`src/rtl/mul_div_defs.sv`:
```
// Shared RV32M multiply/divide definitions: funct3 op codes, FSM states, widths.
// The control unit imports the same op constants.
package mul_div_defs;

  localparam int XLEN  = 32;
  localparam int ITER  = 32;
  localparam int CNT_W = 5;

  localparam logic [2:0] OP_MUL    = 3'b000;
  localparam logic [2:0] OP_MULH   = 3'b001;
  localparam logic [2:0] OP_MULHSU = 3'b010;
  localparam logic [2:0] OP_MULHU  = 3'b011;
  localparam logic [2:0] OP_DIV    = 3'b100;
  localparam logic [2:0] OP_DIVU   = 3'b101;
  localparam logic [2:0] OP_REM    = 3'b110;
  localparam logic [2:0] OP_REMU   = 3'b111;

  typedef enum logic [1:0] {
    ST_IDLE = 2'd0,
    ST_CALC = 2'd1,
    ST_FIX  = 2'd2,
    ST_DONE = 2'd3
  } state_e;

  // Two's-complement magnitude, applied only when the operand is signed.
  function automatic logic [XLEN-1:0] abs_cond(input logic [XLEN-1:0] v, input logic is_signed);
    return (is_signed && v[XLEN-1]) ? -v : v;
  endfunction

endpackage

```
`src/rtl/mul_div_fsm.sv`:
```
// Sequencer for the iterative mul/div unit: state register, iteration counter,
// Busy/Done outputs and the load/iterate/fix strobes for the datapath.
module mul_div_fsm
  import mul_div_defs::*;
(
  input  logic clk,
  input  logic reset,
  input  logic start_i,
  output logic load_o,
  output logic iter_o,
  output logic fix_o,
  output logic busy_o,
  output logic done_o
);

  state_e             state_q, state_d;
  logic [CNT_W-1:0]   cnt_q, cnt_d;
  logic               busy_q, done_q;

  always_comb begin
    state_d = state_q;
    cnt_d   = cnt_q;
    case (state_q)
      ST_IDLE: begin
        if (start_i) begin
          state_d = ST_CALC;
          cnt_d   = CNT_W'(ITER - 1);
        end
      end
      ST_CALC: begin
        // The 32nd iteration happens on the edge where the counter is 0.
        if (cnt_q == '0) state_d = ST_FIX;
        else             cnt_d   = cnt_q - 1'b1;
      end
      ST_FIX:  state_d = ST_DONE;
      ST_DONE: state_d = ST_IDLE;
      default: state_d = ST_IDLE;
    endcase
  end

  always_ff @(posedge clk or negedge reset) begin
    if (!reset) begin
      state_q <= ST_IDLE;
      cnt_q   <= '0;
      busy_q  <= 1'b0;
      done_q  <= 1'b0;
    end else begin
      state_q <= state_d;
      cnt_q   <= cnt_d;
      busy_q  <= (state_d == ST_CALC) || (state_d == ST_FIX);
      done_q  <= (state_d == ST_DONE);
    end
  end

  assign load_o = (state_q == ST_IDLE) && start_i;
  assign iter_o = (state_q == ST_CALC);
  assign fix_o  = (state_q == ST_FIX);
  assign busy_o = busy_q;
  assign done_o = done_q;

endmodule

```
`src/rtl/mul_div_unit.sv`:
```
// Iterative RV32M multiply/divide unit: radix-2 shift-add multiply and
// restoring divide, 34-cycle fixed latency from accepted Start_i to Done_o.
module mul_div_unit
  import mul_div_defs::*;
(
  input  logic            clk,
  input  logic            reset,
  input  logic            Start_i,
  input  logic [2:0]      MulDiv_Operation_i,
  input  logic [XLEN-1:0] A_i,
  input  logic [XLEN-1:0] B_i,
  output logic            Busy_o,
  output logic            Done_o,
  output logic [XLEN-1:0] Result_o
);

  logic load, iter, fix;

  mul_div_fsm u_fsm (
    .clk     (clk),
    .reset   (reset),
    .start_i (Start_i),
    .load_o  (load),
    .iter_o  (iter),
    .fix_o   (fix),
    .busy_o  (Busy_o),
    .done_o  (Done_o)
  );

  logic [2:0]        op_q, op_d;
  logic [XLEN-1:0]   a_mag_q, a_mag_d;
  logic [XLEN-1:0]   b_mag_q, b_mag_d;
  logic [XLEN-1:0]   a_raw_q, a_raw_d;
  logic              neg_q, neg_d;
  logic              div_zero_q, div_zero_d;
  logic              ovf_q, ovf_d;
  logic [2*XLEN-1:0] acc_q, acc_d;
  logic [XLEN-1:0]   rem_q, rem_d;
  logic [XLEN-1:0]   result_q, result_d;

  logic              a_signed, b_signed;
  logic [XLEN:0]     mul_sum;
  logic [XLEN:0]     div_shift;
  logic              div_ge;
  logic [2*XLEN-1:0] prod_fix;
  logic [XLEN-1:0]   quo_fix, rem_fix, fix_value;

  always_comb begin
    a_signed = 1'b0;
    b_signed = 1'b0;
    case (MulDiv_Operation_i)
      OP_MUL, OP_MULH, OP_DIV, OP_REM: begin
        a_signed = 1'b1;
        b_signed = 1'b1;
      end
      OP_MULHSU: a_signed = 1'b1;
      default: ;
    endcase
  end

  // Multiply: accumulator high half gains |A| when the current |B| bit is set.
  assign mul_sum = {1'b0, acc_q[2*XLEN-1:XLEN]} + (acc_q[0] ? {1'b0, a_mag_q} : '0);

  // Divide: dividend bits shift out of acc low half, quotient bits shift in.
  assign div_shift = {rem_q, acc_q[XLEN-1]};
  assign div_ge    = div_shift >= {1'b0, b_mag_q};

  always_comb begin
    prod_fix  = neg_q ? -acc_q : acc_q;
    quo_fix   = neg_q ? -acc_q[XLEN-1:0] : acc_q[XLEN-1:0];
    rem_fix   = neg_q ? -rem_q : rem_q;
    fix_value = '0;
    case (op_q)
      OP_MUL:                        fix_value = prod_fix[XLEN-1:0];
      OP_MULH, OP_MULHSU, OP_MULHU:  fix_value = prod_fix[2*XLEN-1:XLEN];
      OP_DIV, OP_DIVU: begin
        if (div_zero_q)  fix_value = '1;
        else if (ovf_q)  fix_value = {1'b1, {(XLEN-1){1'b0}}};
        else             fix_value = quo_fix;
      end
      OP_REM, OP_REMU: begin
        if (div_zero_q)  fix_value = a_raw_q;
        else if (ovf_q)  fix_value = '0;
        else             fix_value = rem_fix;
      end
      default: fix_value = '0;
    endcase
  end

  always_comb begin
    op_d       = op_q;
    a_mag_d    = a_mag_q;
    b_mag_d    = b_mag_q;
    a_raw_d    = a_raw_q;
    neg_d      = neg_q;
    div_zero_d = div_zero_q;
    ovf_d      = ovf_q;
    acc_d      = acc_q;
    rem_d      = rem_q;
    result_d   = result_q;

    if (load) begin
      op_d       = MulDiv_Operation_i;
      a_mag_d    = abs_cond(A_i, a_signed);
      b_mag_d    = abs_cond(B_i, b_signed);
      a_raw_d    = A_i;
      div_zero_d = (B_i == '0);
      ovf_d      = (MulDiv_Operation_i == OP_DIV || MulDiv_Operation_i == OP_REM) &&
                   (A_i == {1'b1, {(XLEN-1){1'b0}}}) && (B_i == '1);
      rem_d      = '0;
      if (!MulDiv_Operation_i[2]) begin
        neg_d = (a_signed & A_i[XLEN-1]) ^ (b_signed & B_i[XLEN-1]);
        acc_d = {{XLEN{1'b0}}, abs_cond(B_i, b_signed)};
      end else begin
        case (MulDiv_Operation_i)
          OP_DIV:  neg_d = A_i[XLEN-1] ^ B_i[XLEN-1];
          OP_REM:  neg_d = A_i[XLEN-1];
          default: neg_d = 1'b0;
        endcase
        acc_d = {{XLEN{1'b0}}, abs_cond(A_i, a_signed)};
      end
    end else if (iter) begin
      if (!op_q[2]) begin
        acc_d = {mul_sum, acc_q[XLEN-1:1]};
      end else begin
        acc_d[XLEN-1:0] = {acc_q[XLEN-2:0], div_ge};
        rem_d = div_ge ? XLEN'(div_shift - {1'b0, b_mag_q}) : div_shift[XLEN-1:0];
      end
    end else if (fix) begin
      result_d = fix_value;
    end
  end

  always_ff @(posedge clk or negedge reset) begin
    if (!reset) begin
      op_q       <= '0;
      a_mag_q    <= '0;
      b_mag_q    <= '0;
      a_raw_q    <= '0;
      neg_q      <= 1'b0;
      div_zero_q <= 1'b0;
      ovf_q      <= 1'b0;
      acc_q      <= '0;
      rem_q      <= '0;
      result_q   <= '0;
    end else begin
      op_q       <= op_d;
      a_mag_q    <= a_mag_d;
      b_mag_q    <= b_mag_d;
      a_raw_q    <= a_raw_d;
      neg_q      <= neg_d;
      div_zero_q <= div_zero_d;
      ovf_q      <= ovf_d;
      acc_q      <= acc_d;
      rem_q      <= rem_d;
      result_q   <= result_d;
    end
  end

  assign Result_o = result_q;

endmodule

```
`config.mk`:
```
export PLATFORM = sky130hd
export DESIGN_NAME = mul_div_unit
export DESIGN_NICKNAME = d
export VERILOG_FILES = /design/src/rtl/mul_div_defs.sv /design/src/rtl/mul_div_fsm.sv /design/src/rtl/mul_div_unit.sv
export SDC_FILE = /design/constraint.sdc
export NUM_CORES = 1
export LEC_CHECK = 0
export ABC_AREA = 1
export BUFFER_PORTS_ARGS = -buffer_cell sky130_fd_sc_hd__buf_2
export CAP_MARGIN = 15
export CORE_ASPECT_RATIO = 0.9
export CORE_MARGIN = 1.5
export CORE_UTILIZATION = 28
export CTS_CLUSTER_SIZE = 20
export DETAILED_ROUTE_END_ITERATION = 10
export GPL_ROUTABILITY_DRIVEN = 0
export GPL_TIMING_DRIVEN = 0
export PLACE_DENSITY_LB_ADDON = 0.08
export SYNTH_ARGS = -nofsm -noshare
export SYNTH_HDL_FRONTEND = slang
export SYNTH_SLANG_ARGS = --single-unit
```
`constraint.sdc`:
```
create_clock -name clk -period 2.2 [get_ports clk]
set_input_delay 0.33 -clock clk [delete_from_list [all_inputs] [get_ports clk]]
set_output_delay 0.33 -clock clk [all_outputs]
set_load 0.01 [all_outputs]
```
[Word-level counts from Yosys, hierarchy flattened]
Cells that the tools add are included.
Cells by class
  equality and inequality tests: 22
  muxes and demuxes: 30
  $lt $le $gt $ge: 1
  add/sub/neg operators: 8
  reduce and logical (&&, ||, !) cells: 24
  bitwise logic cells: 6
Operators with widths (count)
  2-to-1 mux 32 bit: 16
  2-to-1 mux 64 bit: 3
  negator 32 bit: 4
  case mux 32 bit (4 select lines): 1
  equality test 32 bit (second input constant): 2
  negator 64 bit: 1
  adder 32 x 32 -> 33 bit: 1
  greater-or-equal comparator 33 x 32 -> 1 bit: 1
  zero test 32 bit: 1
  subtractor 32 bit: 1
  equality test 3 bit (second input constant): 6
  2-to-1 mux 5 bit: 2
  case mux 5 bit (2 select lines): 1
  equality test 3 x 2 -> 1 bit (second input constant): 3
  equality test 2 bit (second input constant): 4
  case mux 2 bit (4 select lines): 1
  equality test 3 x 1 -> 1 bit (second input constant): 2
  zero test 3 bit: 2
  inequality test 2 bit (second input constant): 3
  AND reduction 3 bit: 2
  nonzero test 2 bit: 3
  logical AND 1 bit: 5
  zero test 5 bit: 1
  OR reduction 5 bit: 1
  other kinds (14): 24
Storage, ports and cells
  output and inout port bits: 34
  word-level logic and storage cells: 106
  bits of input ports: 70
  register bits after elaboration: 239

[Depth between registers and ports, before layout]
  word-level depth: 7
  depth in mapped cells: 20
  depth with buffers taken out: 18

[By module]
Synthesis repeated with hierarchy kept, for this count alone.
Second synthesis, totals
  cell total of the unflattened synthesis: 3331
  area total of the unflattened synthesis: 20633.5 um2
By module, submodules not included
  mul_div_unit: sequential area each 5730.5 um2, times used 1, area an instance 20178.1 um2, cells an instance 3276
  mul_div_fsm: sequential area each 225.2 um2, times used 1, area an instance 455.4 um2, cells an instance 55

[Worst setup path after synthesis]
OpenSTA, ideal clock, no wires.
  path type: reg2reg
  start: reg acc_q[0]
  end: reg acc_q[61]
  arrival: 2143 ps
  stages on the path, launching flop included: 15
  path buffers: 1
  data required time: 2078 ps
  clock period less this slack: 2265 ps
  setup time: 122 ps
  setup slack: -65 ps
  path through: dfrtp_1 > buf_2 > nand2_1 > inv_1 > ha_1 > inv_1 > fa_1 > inv_1 > nand2_1 > o21ai_1 > a21boi_0 > o21ai_1 > nand3b_1 > a21oi_1 > o21ai_1
Between the ends
  longest elaborated chain between the ends: 5
Ends and longest elaborated chain
  from (decl): RTL line mul_div_unit.sv:37  | logic [2*XLEN-1:0] acc_q, acc_d;
  from (signal assigned): RTL line mul_div_unit.sv:143  | acc_q <= '0;
  from (signal assigned): RTL line mul_div_unit.sv:154  | acc_q <= acc_d;
  2-to-1 mux 32 bit: RTL line mul_div_unit.sv:62  | assign mul_sum = {1'b0, acc_q[2*XLEN-1:XLEN]} + (acc_q[0] ? {1'b0, a_mag_q} : '0);
  adder 32 x 32 -> 33 bit: RTL line mul_div_unit.sv:62
  2-to-1 mux 32 bit: RTL line mul_div_unit.sv:123  | if (!op_q[2]) begin
  2-to-1 mux 64 bit: RTL line mul_div_unit.sv:122  | end else if (iter) begin
  2-to-1 mux 64 bit: RTL line mul_div_unit.sv:102  | if (load) begin
Every way passes these cells. The select of a mux whose other input is x is not followed.
A chain may end at the register's enable or synchronous reset.

[Worst setup path after layout]
Same ends and word-level chain as after synthesis.

==> reports/qor.yml <==
die:
  initial_core_util_pct: 28.43
  core-area_um2: 73390
  die_y_um: 262.0
  die_x_um: 290.8
  die_area_um2: 76170
  pin_count: 104
  row_count: 94
sta:
  holdWs_ps: 28.61
  layout_setup_ws_ps: -181.6
  min_period_over_period_pct: 108.3
  period_needed_ps: 2382
  setup_viol: 70
  hold_viol_final: 0
  relSlewSlack_pct: 39.64
  fin_skew_ps: 37.36
  drv_slew: 0
  fmax_ghz: 0.4199
  max_slew.worst_pin.slew_ps: 905.5
  rsz0062_at_grt: "yes"
placement:
  hpwlAfterDp_um: 87740
  post-place-ws_ps: -1061
  io_buffer_count: 103
status:
  failed_checks: "setup timing"
  outcome: "finished with violations"
final_layout:
  fillerInstances: 8120
  diodes: 0
  seqCellArea_um2: 6001
  drive_gt1_share_pct: 26.48
  multiInputGateArea_um2: 15900
  area_growth_syn_to_layout_pct: 35.08
  fin_nets: 3890
routing:
  drc: 0
  ant_nets: 0
  vias: 24710
  drtIter0Drc: 2554
  wl_per_cell_um: 22.96
  drt-total-wl_um: 108700
  viasPerCell: 5.221
  firstDrtPassIters: 6
worst_setup_path:
  crit_path_end_kind: "register"
  reg2regPathDepth: 14
  critPathMaxFanout: 7
  crit_buf_inv: 4
  slowest_stage: "fa_2"
  cp.required_ps: 2680
  r2r_end: "acc_q[61]$_DFFE_PN0P_"
  r2r_start: "acc_q[0]$_DFFE_PN0P_"
  critical_path.top_delay_family: "compound AO/OA/AOI/OAI gates"
  critical_path_class: "reg -> reg"
  crit_chain: "buf_6, nand2_2, inv_2, ha_4, inv_4, fa_2, inv_2, nand2_4, o21ai_4, a21boi_4, o21ai_4, nand3b_1, a21oi_1, o21ai_1"
  cp.arrival_ps: 2870
  reg2reg_slack_ps: -180
  cpPeakStageDelay_ps: 360
  crit_path_start_kind: "register"
clock_network:
  tritoncts: "done"
  clkTransAtPathRegs_ps: 60
  htree_levels: 1
  clockRootBuffer: "clkbuf_16"
  clkLatencyLatePin_ps: 630
  clock_sinks: 238
  cts_buffer_depth: 3
  cts_made_buffers: 31
power_and_ir_drop:
  leakage_nw: 13.48
  ir_drop_mv: 0.7494
  p_total_mw: 52.72
  cellPowerDensity_nw_per_um2: 1870
synth:
  netlist_area_um2: 20870
  synth_nets: 3613
  synth.distinct_cells: 44
  ys_seq_elements: 238
  synth_edf_count: 0
  synth_ff_type: "dfrtp_1"
  syn_inst: 3471
  avgSynthCellArea_um2: 6.012
  ys_seq_area_share_pct: 28.54
  yosysWarnings: 0
  synth_async_sr_flop_share_pct: 100.0
hold_path:
  hold_path_startpoint: "A_i[11]"
  whs_endpoint: "a_raw_q[11]$_DFFE_PN0P_"
  hp-class: "in -> reg"
  min_path_cells: 3
global_routing:
  grt_max_degree: 109
  grt_use_total_pct: 27.66
  first_global_vias: 23130
  gr-total-overflow: 0
  grt_pass1_wl_um: 155600
  antenna_found_initial: 2
job:
  drv_cap: 0
## synth_stat cells, drive strengths merged (6+ instances only)
master	number	area (um2)
a22oi	6	45.04
a21oi	145	740.7
nor3	27	135.1
nand2	1183	4456
a31oi	13	81.33
o22ai	13	81.33
nand3	370	1852
nand3b	23	172.7
o21ai	260	1305
inv	421	1580
nor4	6	37.54
nand4	50	312.8
o21bai	11	82.58
buf	46	251.5
nor2	392	1523
xor2	50	437.9
ha	70	875.8
xnor2	26	227.7
dfrtp	238	5956
or2	6	37.54
a221oi	26	227.7
clkbuf	61	229.0
## worst max-delay path by stage
| stage | from | endpoint | slack (ps) | depth (start not counted) |
|---|---|---|---|---|
| after floorplan | acc_q[0]$_DFFE_PN0P_ | acc_q[61]$_DFFE_PN0P_ | 10 | 14 |
| after detailed placement | acc_q[0]$_DFFE_PN0P_ | acc_q[50]$_DFFE_PN0P_ | -1060 | 13 |
| final | acc_q[0]$_DFFE_PN0P_ | acc_q[61]$_DFFE_PN0P_ | -180 | 14 |
| after global routing | acc_q[0]$_DFFE_PN0P_ | acc_q[61]$_DFFE_PN0P_ | -270 | 14 |
| after global placement | reset | b_mag_q[13]$_DFFE_PN0P_ | -4180 | 1 |
| after CTS | acc_q[0]$_DFFE_PN0P_ | acc_q[59]$_DFFE_PN0P_ | -240 | 15 |
## metrics by stage
stage | instance area [um2] | setup TNS, ps | utilization (%) | instances
2_1_floorplan | 20870 | 0 | - | 3471
3_3_place_gp | 22590 | -1044290 | 30.78 | 4534
3_5_place_dp | 22660 | -58440 | 30.87 | 4536
4_1_cts | 25950 | -2787 | 35.36 | 4673
5_1_grt | 28190 | -12350 | 38.41 | 4733
6_report | 28190 | -4840 | 38.41 | 4733
## layout by cell type, fill, tap and decap left out, types with 8 or more instances in the layout
cell / count
a21oi_1: 77
a21oi_2: 58
a21oi_4: 10
a221oi_1: 24
a31oi_1: 13
buf_2: 117
buf_4: 131
buf_6: 15
clkbuf_1: 35
clkbuf_16: 34
clkbuf_2: 30
clkbuf_4: 8
dfrtp_1: 202
dfrtp_2: 36
ha_1: 12
ha_4: 55
inv_1: 362
inv_2: 50
nand2_1: 1036
nand2_2: 90
nand2_4: 55
nand3_1: 269
nand3_2: 87
nand3_4: 14
nand3b_1: 23
nand4_1: 50
nor2_1: 300
nor2_2: 57
nor2_4: 34
nor3_1: 20
o21ai_0: 177
o21ai_1: 53
o21ai_2: 22
o21ai_4: 8
o22ai_1: 13
xnor2_1: 22
xor2_1: 44
## flip-flops by register name, indices dropped and copies added (netlist names)
| name | cells |
|---|---|
| Result_o | 32 |
| a_mag_q | 32 |
| a_raw_q | 31 |
| acc_q | 64 |
| b_mag_q | 32 |
| div_zero_q | 1 |
| neg_q | 1 |
| op_q | 3 |
| ovf_q | 1 |
| rem_q | 32 |
| u_fsm.busy_o | 1 |
| u_fsm.cnt_q | 5 |
| u_fsm.done_o | 1 |
| u_fsm.state_q | 2 |
## power breakdown
part	switching [mW]	leakage (nW)	internal (mW)
Clock	2.31	0.535	3.25
Sequential	2.92	2.92	6.51
Combinational	23.9	10.0	13.9
## per-layer routing
metal  up-vias  track usage, %  share of wire (%)
met1     11850           40.91                 48
met3       135           6.284                8.6
met4         0           7.112                3.0
met2       922           40.08                 40
li1      11800               -                  -
met5         -               0                  0
## cell families after synthesis
group           after synthesis  share of synthesized area (%)
compound gates              493                          12.98
xor+xnor                     76                          3.190
fa+ha+maj                    72                          4.389
buf+inv                     532                          9.948
flops                       238                          28.54
simple gates               2060                          40.95
## worst register-to-register path, cell delays in order, from the launching register on
cell      delay (ps)
dfrtp_1          340
buf_6            140
nand2_2           60
inv_2             80
ha_4             150
inv_4             40
fa_2             360
inv_2             90
nand2_4           60
o21ai_4          240
a21boi_4         120
o21ai_4          220
nand3b_1         150
a21oi_1          150
o21ai_1           80
## layout make-up
class / instances / share of cell area [%]
sequential: 238 / 21.29
inverter: 425 / 5.793
timing repair buffer: 245 / 6.241
buffer: 106 / 2.126
clock inverter: 18 / 0.8257
tap: 960 / 4.262
multi-input combinational: 2701 / 56.41
clock buffer: 40 / 3.050
## timing repair
item,in CTS,in global routing
endpoints found under the setup margin,119,123
resized for setup,430,500
setup buffers,78,58
cloned,0,3
hold buffers,2,0
pin swaps,61,141
endpoints found under the hold margin,60,0
No activity file was read; power rests on OpenSTA's default activity.
